[config.mk]
export PLATFORM = sky130hd
export DESIGN_NAME = logic_unit_pipe
export DESIGN_NICKNAME = d
export VERILOG_FILES = /design/src/rtl/logic_unit_pipe.sv
export SDC_FILE = /design/constraint.sdc
export NUM_CORES = 1
export LEC_CHECK = 0
export BUFFER_PORTS_ARGS = -buffer_cell sky130_fd_sc_hd__buf_2
export CORE_MARGIN = 3
export CORE_UTILIZATION = 60
export DETAILED_ROUTE_END_ITERATION = 7
export PLACE_DENSITY = 0.83
export SLEW_MARGIN = 30
export SYNTH_ARGS = -nofsm -noshare
export SYNTH_HDL_FRONTEND = slang
export SYNTH_SLANG_ARGS = --single-unit
[constraint.sdc]
create_clock -name clk -period 8.87 [get_ports clk]
set_clock_uncertainty 0.15 [all_clocks]
set_input_delay 0.887 -clock clk [delete_from_list [all_inputs] [get_ports clk]]
set_output_delay 0.887 -clock clk [all_outputs]
set_load 0.03 [all_outputs]
[src/rtl/logic_unit_pipe.sv]
// Two-stage valid/ready pipeline applying one of eight bitwise gate functions,
// with optional result accumulator, registered zero/parity flags and a handshake counter.
module logic_unit_pipe #(
    parameter int unsigned WIDTH  = 8,
    parameter int unsigned ACC_EN = 1,
    parameter int unsigned CNT_W  = 8
) (
    input  logic             clk,
    input  logic             rst,
    input  logic             in_valid,
    output logic             in_ready,
    input  logic [WIDTH-1:0] a,
    input  logic [WIDTH-1:0] b,
    input  logic [2:0]       op,
    input  logic             acc,
    input  logic             acc_clr,
    output logic             out_valid,
    input  logic             out_ready,
    output logic [WIDTH-1:0] y,
    output logic             zero,
    output logic             parity,
    output logic [CNT_W-1:0] txn_count
);

    typedef enum logic [2:0] {
        OP_AND   = 3'b000,
        OP_OR    = 3'b001,
        OP_NAND  = 3'b010,
        OP_NOR   = 3'b011,
        OP_NOTA  = 3'b100,
        OP_XOR   = 3'b101,
        OP_XNOR  = 3'b110,
        OP_PASSB = 3'b111
    } op_e;

    // Stage 1 registers
    logic             s1_valid_q, s1_valid_d;
    logic [WIDTH-1:0] s1_a_q, s1_a_d;
    logic [WIDTH-1:0] s1_b_q, s1_b_d;
    op_e              s1_op_q, s1_op_d;
    logic             s1_acc_q, s1_acc_d;

    // Stage 2 / output registers
    logic             out_valid_q, out_valid_d;
    logic [WIDTH-1:0] y_q, y_d;
    logic             zero_q, zero_d;
    logic             parity_q, parity_d;
    logic [WIDTH-1:0] acc_q, acc_d;
    logic [CNT_W-1:0] cnt_q, cnt_d;

    logic             s2_load;
    logic             in_hs;
    logic             out_hs;
    logic [WIDTH-1:0] eff_a;
    logic [WIDTH-1:0] result;

    assign s2_load  = s1_valid_q & (~out_valid_q | out_ready);
    assign in_ready = ~rst & (~s1_valid_q | s2_load);
    assign in_hs    = in_valid & in_ready;
    assign out_hs   = out_valid_q & out_ready;

    always_comb begin
        s1_valid_d = s1_valid_q;
        s1_a_d     = s1_a_q;
        s1_b_d     = s1_b_q;
        s1_op_d    = s1_op_q;
        s1_acc_d   = s1_acc_q;
        if (in_hs) begin
            s1_valid_d = 1'b1;
            s1_a_d     = a;
            s1_b_d     = b;
            s1_op_d    = op_e'(op);
            s1_acc_d   = (ACC_EN != 0) ? acc : 1'b0;
        end else if (s2_load) begin
            s1_valid_d = 1'b0;
        end
    end

    // A same-cycle clear is visible to the loading transaction as a zero accumulator.
    always_comb begin
        eff_a = s1_a_q;
        if (s1_acc_q) begin
            eff_a = acc_clr ? '0 : acc_q;
        end
    end

    always_comb begin
        result = '0;
        case (s1_op_q)
            OP_AND:   result = eff_a & s1_b_q;
            OP_OR:    result = eff_a | s1_b_q;
            OP_NAND:  result = ~(eff_a & s1_b_q);
            OP_NOR:   result = ~(eff_a | s1_b_q);
            OP_NOTA:  result = ~eff_a;
            OP_XOR:   result = eff_a ^ s1_b_q;
            OP_XNOR:  result = ~(eff_a ^ s1_b_q);
            OP_PASSB: result = s1_b_q;
            default:  result = '0;
        endcase
    end

    always_comb begin
        out_valid_d = out_valid_q;
        y_d         = y_q;
        zero_d      = zero_q;
        parity_d    = parity_q;
        acc_d       = '0;
        cnt_d       = cnt_q;
        if (s2_load) begin
            out_valid_d = 1'b1;
            y_d         = result;
            zero_d      = (result == '0);
            parity_d    = ^result;
        end else if (out_ready) begin
            out_valid_d = 1'b0;
        end
        // Load write takes priority over a clear in the same cycle.
        if (ACC_EN != 0) begin
            acc_d = acc_q;
            if (s2_load) begin
                acc_d = result;
            end else if (acc_clr) begin
                acc_d = '0;
            end
        end
        if (out_hs) begin
            cnt_d = cnt_q + CNT_W'(1);
        end
    end

    always_ff @(posedge clk or posedge rst) begin
        if (rst) begin
            s1_valid_q  <= 1'b0;
            s1_a_q      <= '0;
            s1_b_q      <= '0;
            s1_op_q     <= OP_AND;
            s1_acc_q    <= 1'b0;
            out_valid_q <= 1'b0;
            y_q         <= '0;
            zero_q      <= 1'b0;
            parity_q    <= 1'b0;
            acc_q       <= '0;
            cnt_q       <= '0;
        end else begin
            s1_valid_q  <= s1_valid_d;
            s1_a_q      <= s1_a_d;
            s1_b_q      <= s1_b_d;
            s1_op_q     <= s1_op_d;
            s1_acc_q    <= s1_acc_d;
            out_valid_q <= out_valid_d;
            y_q         <= y_d;
            zero_q      <= zero_d;
            parity_q    <= parity_d;
            acc_q       <= acc_d;
            cnt_q       <= cnt_d;
        end
    end

    assign out_valid = out_valid_q;
    assign y         = y_q;
    assign zero      = zero_q;
    assign parity    = parity_q;
    assign txn_count = cnt_q;

endmodule

==> results of run 1 <==
==> stage by stage <==
step / util (%) / area [um2] / cells / worst slack [ps]
after global placement: 68.1 / 3260 / 392 / 5280
after global routing: 70.7 / 3380 / 400 / 5380
final: 70.7 / 3380 / 400 / 5520
after floorplan: - / 3030 / 295 / 5430
after detailed placement: 68.1 / 3260 / 392 / 5180
after CTS: 70.7 / 3380 / 400 / 5520
==> layout make-up <==
type | count | share of cell area (%)
multi-input cells | 210 | 49.0
flip-flops and latches | 48 | 35.6
repair buffers | 46 | 6.95
well taps | 67 | 2.48
clock buffers | 6 | 2.44
inverters | 21 | 2.40
clock inverters | 2 | 1.15
==> placed cells by master, fill, tap and decap left out, types with 2 or more instances in the layout <==
master                      count
sky130_fd_sc_hd__xnor2_1        8
sky130_fd_sc_hd__o2111ai_1      3
sky130_fd_sc_hd__o221a_2        3
sky130_fd_sc_hd__ha_1          21
sky130_fd_sc_hd__o21ai_1       10
sky130_fd_sc_hd__o221a_1        5
sky130_fd_sc_hd__o21a_1         2
sky130_fd_sc_hd__a21o_1         4
sky130_fd_sc_hd__o311ai_1       3
sky130_fd_sc_hd__o21ai_0        6
sky130_fd_sc_hd__and3b_1        3
sky130_fd_sc_hd__a21oi_1        8
sky130_fd_sc_hd__nand4_1        4
sky130_fd_sc_hd__buf_4          2
sky130_fd_sc_hd__dfrtp_2        2
sky130_fd_sc_hd__mux2i_1        2
sky130_fd_sc_hd__or2_1          2
sky130_fd_sc_hd__mux2_1        23
sky130_fd_sc_hd__mux2_2         7
sky130_fd_sc_hd__o22ai_1        6
sky130_fd_sc_hd__inv_2          2
sky130_fd_sc_hd__and2_1         2
sky130_fd_sc_hd__inv_1         18
sky130_fd_sc_hd__nor2_1        16
sky130_fd_sc_hd__buf_2         44
sky130_fd_sc_hd__clkbuf_8       6
sky130_fd_sc_hd__nor4bb_1       2
sky130_fd_sc_hd__a211oi_1       5
sky130_fd_sc_hd__nand3_1        8
sky130_fd_sc_hd__nand2_1       14
sky130_fd_sc_hd__nor2b_1       13
sky130_fd_sc_hd__or3_4          2
sky130_fd_sc_hd__a32oi_1        2
sky130_fd_sc_hd__o211ai_1       4
sky130_fd_sc_hd__xor2_1         7
sky130_fd_sc_hd__dfrtp_1       46
==> logic make-up (layout without fill, tap and decap cells) <==
logic type | count (synthesis) | count (layout) | synth area share (%)
and+or+nand+nor | 72 | 72 | 13.0
AOI/OAI and AO/OA | 70 | 70 | 17.0
DFF | 48 | 48 | 39.7
buffers and inverters | 37 | 75 | 5.58
muxes | 32 | 32 | 11.8
adders and majority gates | 21 | 21 | 8.67
xor gates and xnor gates | 15 | 15 | 4.34
==> power by group through the flow <==
stage | Clock, mW | Combinational (mW) | Sequential, mW
3_3_place_gp | 0 | 0.389 | 0.331
2_1_floorplan | 0 | 0.263 | 0.376
3_5_place_dp | 0 | 0.407 | 0.333
4_1_cts | 0.172 | 0.413 | 0.329
6_report | 0.168 | 0.414 | 0.330
5_1_grt | 0.181 | 0.448 | 0.340
==> registers in the layout, indices dropped and copies added, names as in the netlist, 3 cells and up <==
name,cells
s1_op_q,3
acc_q,8
txn_count,8
y,8
s1_a_q,8
s1_b_q,8
==> worst max-delay path by stage <==
stage,from,end,cells past startpoint,slack [ps]
3_5_place_dp,acc_clr,parity,13,5180
3_3_place_gp,acc_clr,parity,13,5280
4_1_cts,acc_clr,parity,13,5520
5_1_grt,acc_clr,parity,12,5380
2_1_floorplan,acc_clr,parity,13,5430
6_report,acc_clr,parity,13,5520
==> routing by layer <==
metal,global-route usage (%),part of all wire (%),vias up
li1,-,-,1142
met3,5.40,7.7,15
met1,31.4,42,1172
met5,0,0,-
met2,38.9,48,100
met4,10.7,2.5,0
==> worst max-delay path: stages <==
cell and delay, ps:
sky130_fd_sc_hd__buf_2 210, sky130_fd_sc_hd__nor2b_1 90, sky130_fd_sc_hd__mux2_2 310, sky130_fd_sc_hd__inv_1 60, sky130_fd_sc_hd__ha_1 220, sky130_fd_sc_hd__mux2_1 300
sky130_fd_sc_hd__a32oi_1 250, sky130_fd_sc_hd__o211ai_1 120, sky130_fd_sc_hd__o21ai_1 130, sky130_fd_sc_hd__ha_1 270, sky130_fd_sc_hd__xnor2_1 280, sky130_fd_sc_hd__xnor2_1 150
sky130_fd_sc_hd__o21ai_0 90
==> flow_summary.rst, run 1 <==
.. list-table::
   :header-rows: 1

   * - Metric
     - Value
   * - Result of the run
     - finished, final reports clean
   * - Average vias per placed instance
     - 6.07
   * - Net load switching power
     - 0.369 mW
   * - Share of the clock period used by the worst path
     - 37.8%
   * - Share of total power consumed by net switching
     - 40.5%
   * - Async set or reset register ratio after synthesis
     - 100%
   * - CTS tree
     - done
   * - R2R Setup Slk
     - 5640 ps
   * - Library cell with the largest summed area after synthesis
     - sky130_fd_sc_hd__dfrtp_1
   * - Number of synthesized flops with an enable pin
     - 0
   * - Total CTS buffers
     - 5
   * - Setup violators final
     - 0
   * - Dominant synthesized flop cell
     - sky130_fd_sc_hd__dfrtp_1
   * - Height of the die
     - 77.1 um
   * - Total global routing overflow
     - 0
   * - Post-DR wirelength/cell
     - 16.9 um
   * - Post-synthesis instance area
     - 3030 um2
   * - List of most frequent post-synthesis cells
     - 48 x sky130_fd_sc_hd__dfrtp_1, 23 x sky130_fd_sc_hd__mux2_1, 21 x sky130_fd_sc_hd__ha_1, 19 x sky130_fd_sc_hd__inv_1, 16 x sky130_fd_sc_hd__nor2_1
   * - Nets in the synthesized netlist
     - 341
   * - Worst hold start
     - txn_count[7]
   * - Number of ports placed on the die boundary
     - 45
   * - Leak pwr
     - 1.58 nW
   * - H-tree level count
     - 2
   * - Number of vias after detailed routing
     - 2429
   * - HPWL reported at the end of detailed placement
     - 4.67 mm
   * - Hold buffer count at CTS
     - 0
   * - Net count of the finished layout
     - 378
   * - First-pass GRT wire length
     - 11.4 mm
   * - Minimum clock period after layout
     - 3350 ps
   * - Library cell with the highest instance count after synthesis
     - sky130_fd_sc_hd__dfrtp_1
   * - Hold worst-path end
     - txn_count[7]
   * - Area enclosed by the die boundary
     - 5940 um2
   * - Clock network latency to the later pin of the worst-skew pair
     - 310 ps
   * - Part of the power in the clock network
     - 18.4%
   * - Number of filler cells placed in the layout
     - 361
   * - Initial standard-cell utilization of the core
     - 63.3%
   * - Number of storage elements in the synthesis netlist
     - 48
   * - Max Cap Violations
     - 0
   * - Share of power burned in combinational logic
     - 45.4%
   * - Fraction of layout cells with a size suffix above 1
     - 21.9%
   * - Row count
     - 25
   * - Number of distinct library cell variants in the gate-level netlist after synthesis
     - 52
   * - Achievable clock frequency
     - 0.298 GHz
   * - Number of global-route vias before repair
     - 2416
   * - Setup total negative slack
     - 0 ps
   * - Pwr Density
     - 269 nW/um2
   * - Number of instances in the synthesized netlist
     - 295
   * - Power Internal
     - 0.542 mW
   * - Worst slack on hold paths
     - 329 ps
   * - Sequential Power Share
     - 36.2%
   * - Num Clock Sinks
     - 48
   * - Worst r2r src
     - s1_acc_q
   * - Tot Pwr
     - 0.912 mW
   * - Total routed wirelength
     - 6.75 mm
   * - Width of the chip
     - 77.1 um
   * - Headroom to the max-slew limit
     - 38.6%
   * - Synth Warn #
     - 0
   * - Post-route DRC violation count
     - 0
   * - Required time of the critical path
     - 8910 ps
   * - Maximum fanout count along the critical path
     - 11
   * - Worst hold path type
     - flip-flop to flip-flop
   * - Critical setup path kind
     - primary input to flip-flop
   * - Measured slew at the worst slew-check pin
     - 918 ps
   * - Data arrival time of the critical path
     - 3390 ps
   * - Maximum number of pins on one net before global-route repair
     - 49
   * - Top cells by area in the synthesized netlist
     - sky130_fd_sc_hd__dfrtp_1 40%, sky130_fd_sc_hd__ha_1 8.7%, sky130_fd_sc_hd__mux2_1 8.6%, sky130_fd_sc_hd__nor2b_1 2.7%, sky130_fd_sc_hd__mux2_2 2.6%
   * - Total global routing track utilization
     - 24.2%
   * - Area occupied by multi-input gates
     - 1660 um2
   * - Type of element launching the critical path
     - primary input
   * - Total area of sequential cells
     - 1200 um2
   * - Register clock-pin slew on the reported worst setup and hold paths
     - 100 ps
   * - Post_cts resized
     - 0
   * - Fraction of the yosys area taken by sequential cells
     - 39.7%
   * - Setup repair after global routing missed its margin
     - no
   * - Post-CTS setup repair buffer count
     - 0
   * - Cell depth of the worst hold path
     - 1
   * - Cell depth of the worst flop-to-flop path
     - 11
   * - Mean post-synth cell area
     - 10.3 um2
   * - Number of DRC violations after detailed-routing iteration 0
     - 151
   * - Clock buffer depth
     - 2
   * - Initial antenna violation count
     - 0
   * - Number of pins with negative max-slew slack in the final report
     - 0
   * - Final hold violation count
     - 0
   * - Fraction of synthesized cell area taken by the top area cell type
     - 39.7%
   * - Worst-case vdd ir drop
     - 0.146 mV
   * - Number of antenna cells inserted
     - 0
   * - Routability cong.
     - 0.856
   * - Reg-to-Reg End
     - parity
   * - Cell chosen for the clock root
     - sky130_fd_sc_hd__clkbuf_8
   * - Synthesis-to-layout area growth
     - 11.7%
   * - Core ar.
     - 4790 um2
   * - Number of search-and-repair iterations in the first detailed-routing pass
     - 4
   * - Crit path capture type
     - flip-flop
   * - Antenna violation net count after detailed routing
     - 0
   * - Count of buffers inserted at the top-level ports
     - 44
Power figures use the tool's default switching activity.
==> inputs of run 2 (changes only) <==
- CORE_UTILIZATION: 60 -> 57
- PLACE_DENSITY: 0.83 -> 0.8
- clock period: 8.87 -> 3.2 ns (I/O delays scaled with it)
==> run 2 against run 1 <==
- critical path type is now flip-flop to flip-flop
- largest cell class unchanged
- register-to-register slack worse by 5500 ps
- final area up 2.1%
- first-iteration DRC count increased by 40%
- highest routed layer unchanged
- sequential share of layout area shrank 0.77 points
- clock-buffer cell count is the same
- largest power group unchanged
==> flow_summary.rst, run 2 (synthesis results as in run 1) <==
.. list-table::
   :header-rows: 1

   * - Metric
     - Value
   * - Series of cell instances along the critical path
     - nor2b_1 -> mux2_1 -> inv_1 -> ha_1 -> mux2i_1 -> o21a_1 -> a21o_1 -> mux2_2 -> ha_1 -> xnor2_1 -> xnor2_1 -> o21ai_0 (was buf_2 -> nor2b_1 -> mux2_2 -> inv_1 -> ha_1 -> mux2_1 -> a32oi_1 -> o211ai_1 -> o21ai_1 -> ha_1 -> xnor2_1 -> xnor2_1 -> o21ai_0)
   * - Crit path capture type
     - flip-flop (unchanged)
   * - Setup total negative slack
     - 0 ps (unchanged)
   * - Most crowded layer after global routing
     - met2 (unchanged)
   * - Met2 global-route usage
     - 37.6% (was 38.9%)
   * - Minimum clock period after layout
     - 3050 ps
   * - Cell chosen for the clock root
     - sky130_fd_sc_hd__clkbuf_8 (unchanged)
   * - Maximum number of pins on one net before global-route repair
     - 49 (unchanged)
   * - First-pass GRT wire length
     - 11.4 mm (about the same)
   * - Num Clock Sinks
     - 48 (unchanged)
   * - Worst hold path type
     - primary input to flip-flop (was flip-flop to flip-flop)
   * - Cell depth of the worst flop-to-flop path
     - 12 (was 11)
   * - Number of antenna cells inserted
     - 0 (unchanged)
   * - Design Area, Final
     - 3460 um2 (was 3380 um2)
   * - CP bufs+invs
     - 1 (was 2)
   * - Clock network latency to the later pin of the worst-skew pair
     - 310 ps (about the same)
   * - Pwr Density
     - 732 nW/um2 (was 269 nW/um2)
   * - Post-DR wirelength/cell
     - 16.3 um (was 16.9 um)
   * - DP Area
     - 3310 um2 (was 3260 um2)
   * - Total global routing track utilization
     - 23.2% (was 24.2%)
   * - Antenna violation net count after detailed routing
     - 0 (unchanged)
   * - Share of the clock period used by the worst path
     - 95.3%
   * - Clock buffer depth
     - 2 (unchanged)
   * - Net count of the finished layout
     - 387 (was 378)
   * - Slowest library cell on the worst path
     - sky130_fd_sc_hd__dfrtp_1 (was sky130_fd_sc_hd__mux2_2)
   * - Family with the most delay on the worst path
     - multiplexers (unchanged)
   * - CTS tree
     - done (unchanged)
   * - Synthesis-to-layout area growth
     - 14.1% (was 11.7%)
   * - Number of DRC violations after detailed-routing iteration 0
     - 211 (was 151)
   * - Critical setup path kind
     - flip-flop to flip-flop (was primary input to flip-flop)
   * - Tot Pwr
     - 2.53 mW (was 0.912 mW)
   * - Result of the run
     - finished, final reports clean (unchanged)
   * - Setup ws final
     - 151 ps (was 5520 ps)
   * - Width of the chip
     - 78.9 um (was 77.1 um)
   * - Data arrival time of the critical path
     - 3080 ps (was 3390 ps)
   * - Core ar.
     - 4940 um2 (was 4790 um2)
   * - Fraction of layout cells with a size suffix above 1
     - 23.7% (was 21.9%)
   * - Initial antenna violation count
     - 0 (unchanged)
   * - Required time of the critical path
     - 3230 ps (was 8910 ps)
   * - Total routed wirelength
     - 6.66 mm (was 6.75 mm)
   * - Top library cells by usage in the layout, fill and taps aside
     - 47 x sky130_fd_sc_hd__dfrtp_1, 44 x sky130_fd_sc_hd__buf_2, 23 x sky130_fd_sc_hd__mux2_1 (was 46 x sky130_fd_sc_hd__dfrtp_1, 44 x sky130_fd_sc_hd__buf_2, 23 x sky130_fd_sc_hd__mux2_1)
   * - Setup repair after global routing missed its margin
     - no (unchanged)
   * - Achievable clock frequency
     - 0.328 GHz
   * - Height of the die
     - 78.9 um (was 77.1 um)
   * - Number of global-route vias before repair
     - 2409 (was 2416)
   * - Initial standard-cell utilization of the core
     - 61.3% (was 63.3%)
   * - H-tree level count
     - 2 (unchanged)
   * - Setup violators final
     - 0 (unchanged)
   * - Cell depth of the worst hold path
     - 2 (was 1)
   * - Count of buffers inserted at the top-level ports
     - 44 (unchanged)
   * - Worst-case vdd ir drop
     - 0.505 mV (was 0.146 mV)
   * - Met3 demand-to-capacity share in global routing
     - 4.08% (was 5.40%)
   * - Total CTS buffers
     - 5 (unchanged)
   * - Pre-CTS WS
     - 130 ps (was 5180 ps)
   * - Register clock-pin slew on the reported worst setup and hold paths
     - 90 ps (was 100 ps)
   * - Most common cell after layout, fill and taps aside
     - sky130_fd_sc_hd__dfrtp_1 (unchanged)
   * - Average vias per placed instance
     - 5.87 (was 6.07)
   * - Instance count on the critical path
     - 12 (was 13)
   * - Area enclosed by the die boundary
     - 6230 um2 (was 5940 um2)
   * - Number of vias after detailed routing
     - 2400 (was 2429)
   * - HPWL reported at the end of detailed placement
     - 4.72 mm (was 4.67 mm)
   * - Number of pins with negative max-slew slack in the final report
     - 0 (unchanged)
   * - Total global routing overflow
     - 0 (unchanged)
   * - Global-route met1 utilization
     - 31.8% (was 31.4%)
   * - Final hold violation count
     - 0 (unchanged)
   * - Number of search-and-repair iterations in the first detailed-routing pass
     - 4 (unchanged)
   * - Routability cong.
     - 0.887 (was 0.856)
   * - Headroom to the max-slew limit
     - 44.7% (was 38.6%)
   * - Number of ports placed on the die boundary
     - 45 (unchanged)
   * - Post-route DRC violation count
     - 0 (unchanged)
   * - Largest incremental delay on the critical path
     - 360 ps (was 310 ps)
   * - Leak pwr
     - 1.62 nW (was 1.58 nW)
   * - Measured slew at the worst slew-check pin
     - 829 ps (was 918 ps)
   * - Max Cap Violations
     - 0 (unchanged)
   * - Type of element launching the critical path
     - flip-flop (was primary input)
   * - Maximum fanout count along the critical path
     - 4 (was 11)
   * - Row count
     - 25 (unchanged)
[run 2: path summary, 6_finish.rpt]
check,endpoint,startpoint,slack (ps)
worst min-delay path,s1_op_q[0],op[0],70
worst min register to register,txn_count[7],txn_count[7],320
worst max register to register,parity,acc_q[1],150
worst max-delay path,parity,acc_q[1],150
max in group asynchronous,s1_acc_q,rst,2000
min in group asynchronous,txn_count[0],rst,500
[run 2: what timing repair did]
| action | in CTS | in global routing |
|---|---|---|
| hold buffers | 1 | 0 |
| endpoints found under the hold margin | 48 | 0 |
| endpoints found under the setup margin | 0 | 1 |
| setup buffers | 0 | 2 |
| gates resized for setup | 0 | 1 |
[run 2: report_power, final]
group | internal (mW) | leakage [nW] | switching [mW]
clock network | 0.256 | 0.0614 | 0.212
registers | 0.760 | 0.579 | 0.152
logic | 0.504 | 0.984 | 0.644
total | 1.52 | 1.62 | 1.01
[run 2: metrics by stage]
| step | instances | hold slack, ps | utilization [%] |
|---|---|---|---|
| after detailed placement | 398 | 297 | 66.9 |
| after global placement | 398 | 304 | 66.8 |
| after CTS | 407 | 63.0 | 69.6 |
| after global routing | 409 | 52.8 | 69.9 |
| after floorplan | 295 | 302 | - |
| final | 409 | 66.3 | 69.9 |
[run 2: final cells by class]
class	instances	area [um2]
clock buffer	6	82.6
fill	397	1490
tap	67	83.8
sequential	48	1200
inverter	21	81.3
timing repair buffer	55	305
clock inverter	2	38.8
multi-input combinational	210	1660
[run 2: routing by layer]
metal / part of all wire [%] / vias to the layer above
met2: 46 / 74
met5: 0 / -
li1: - / 1162
met3: 6.5 / 11
met1: 46 / 1153
met4: 1.5 / 0
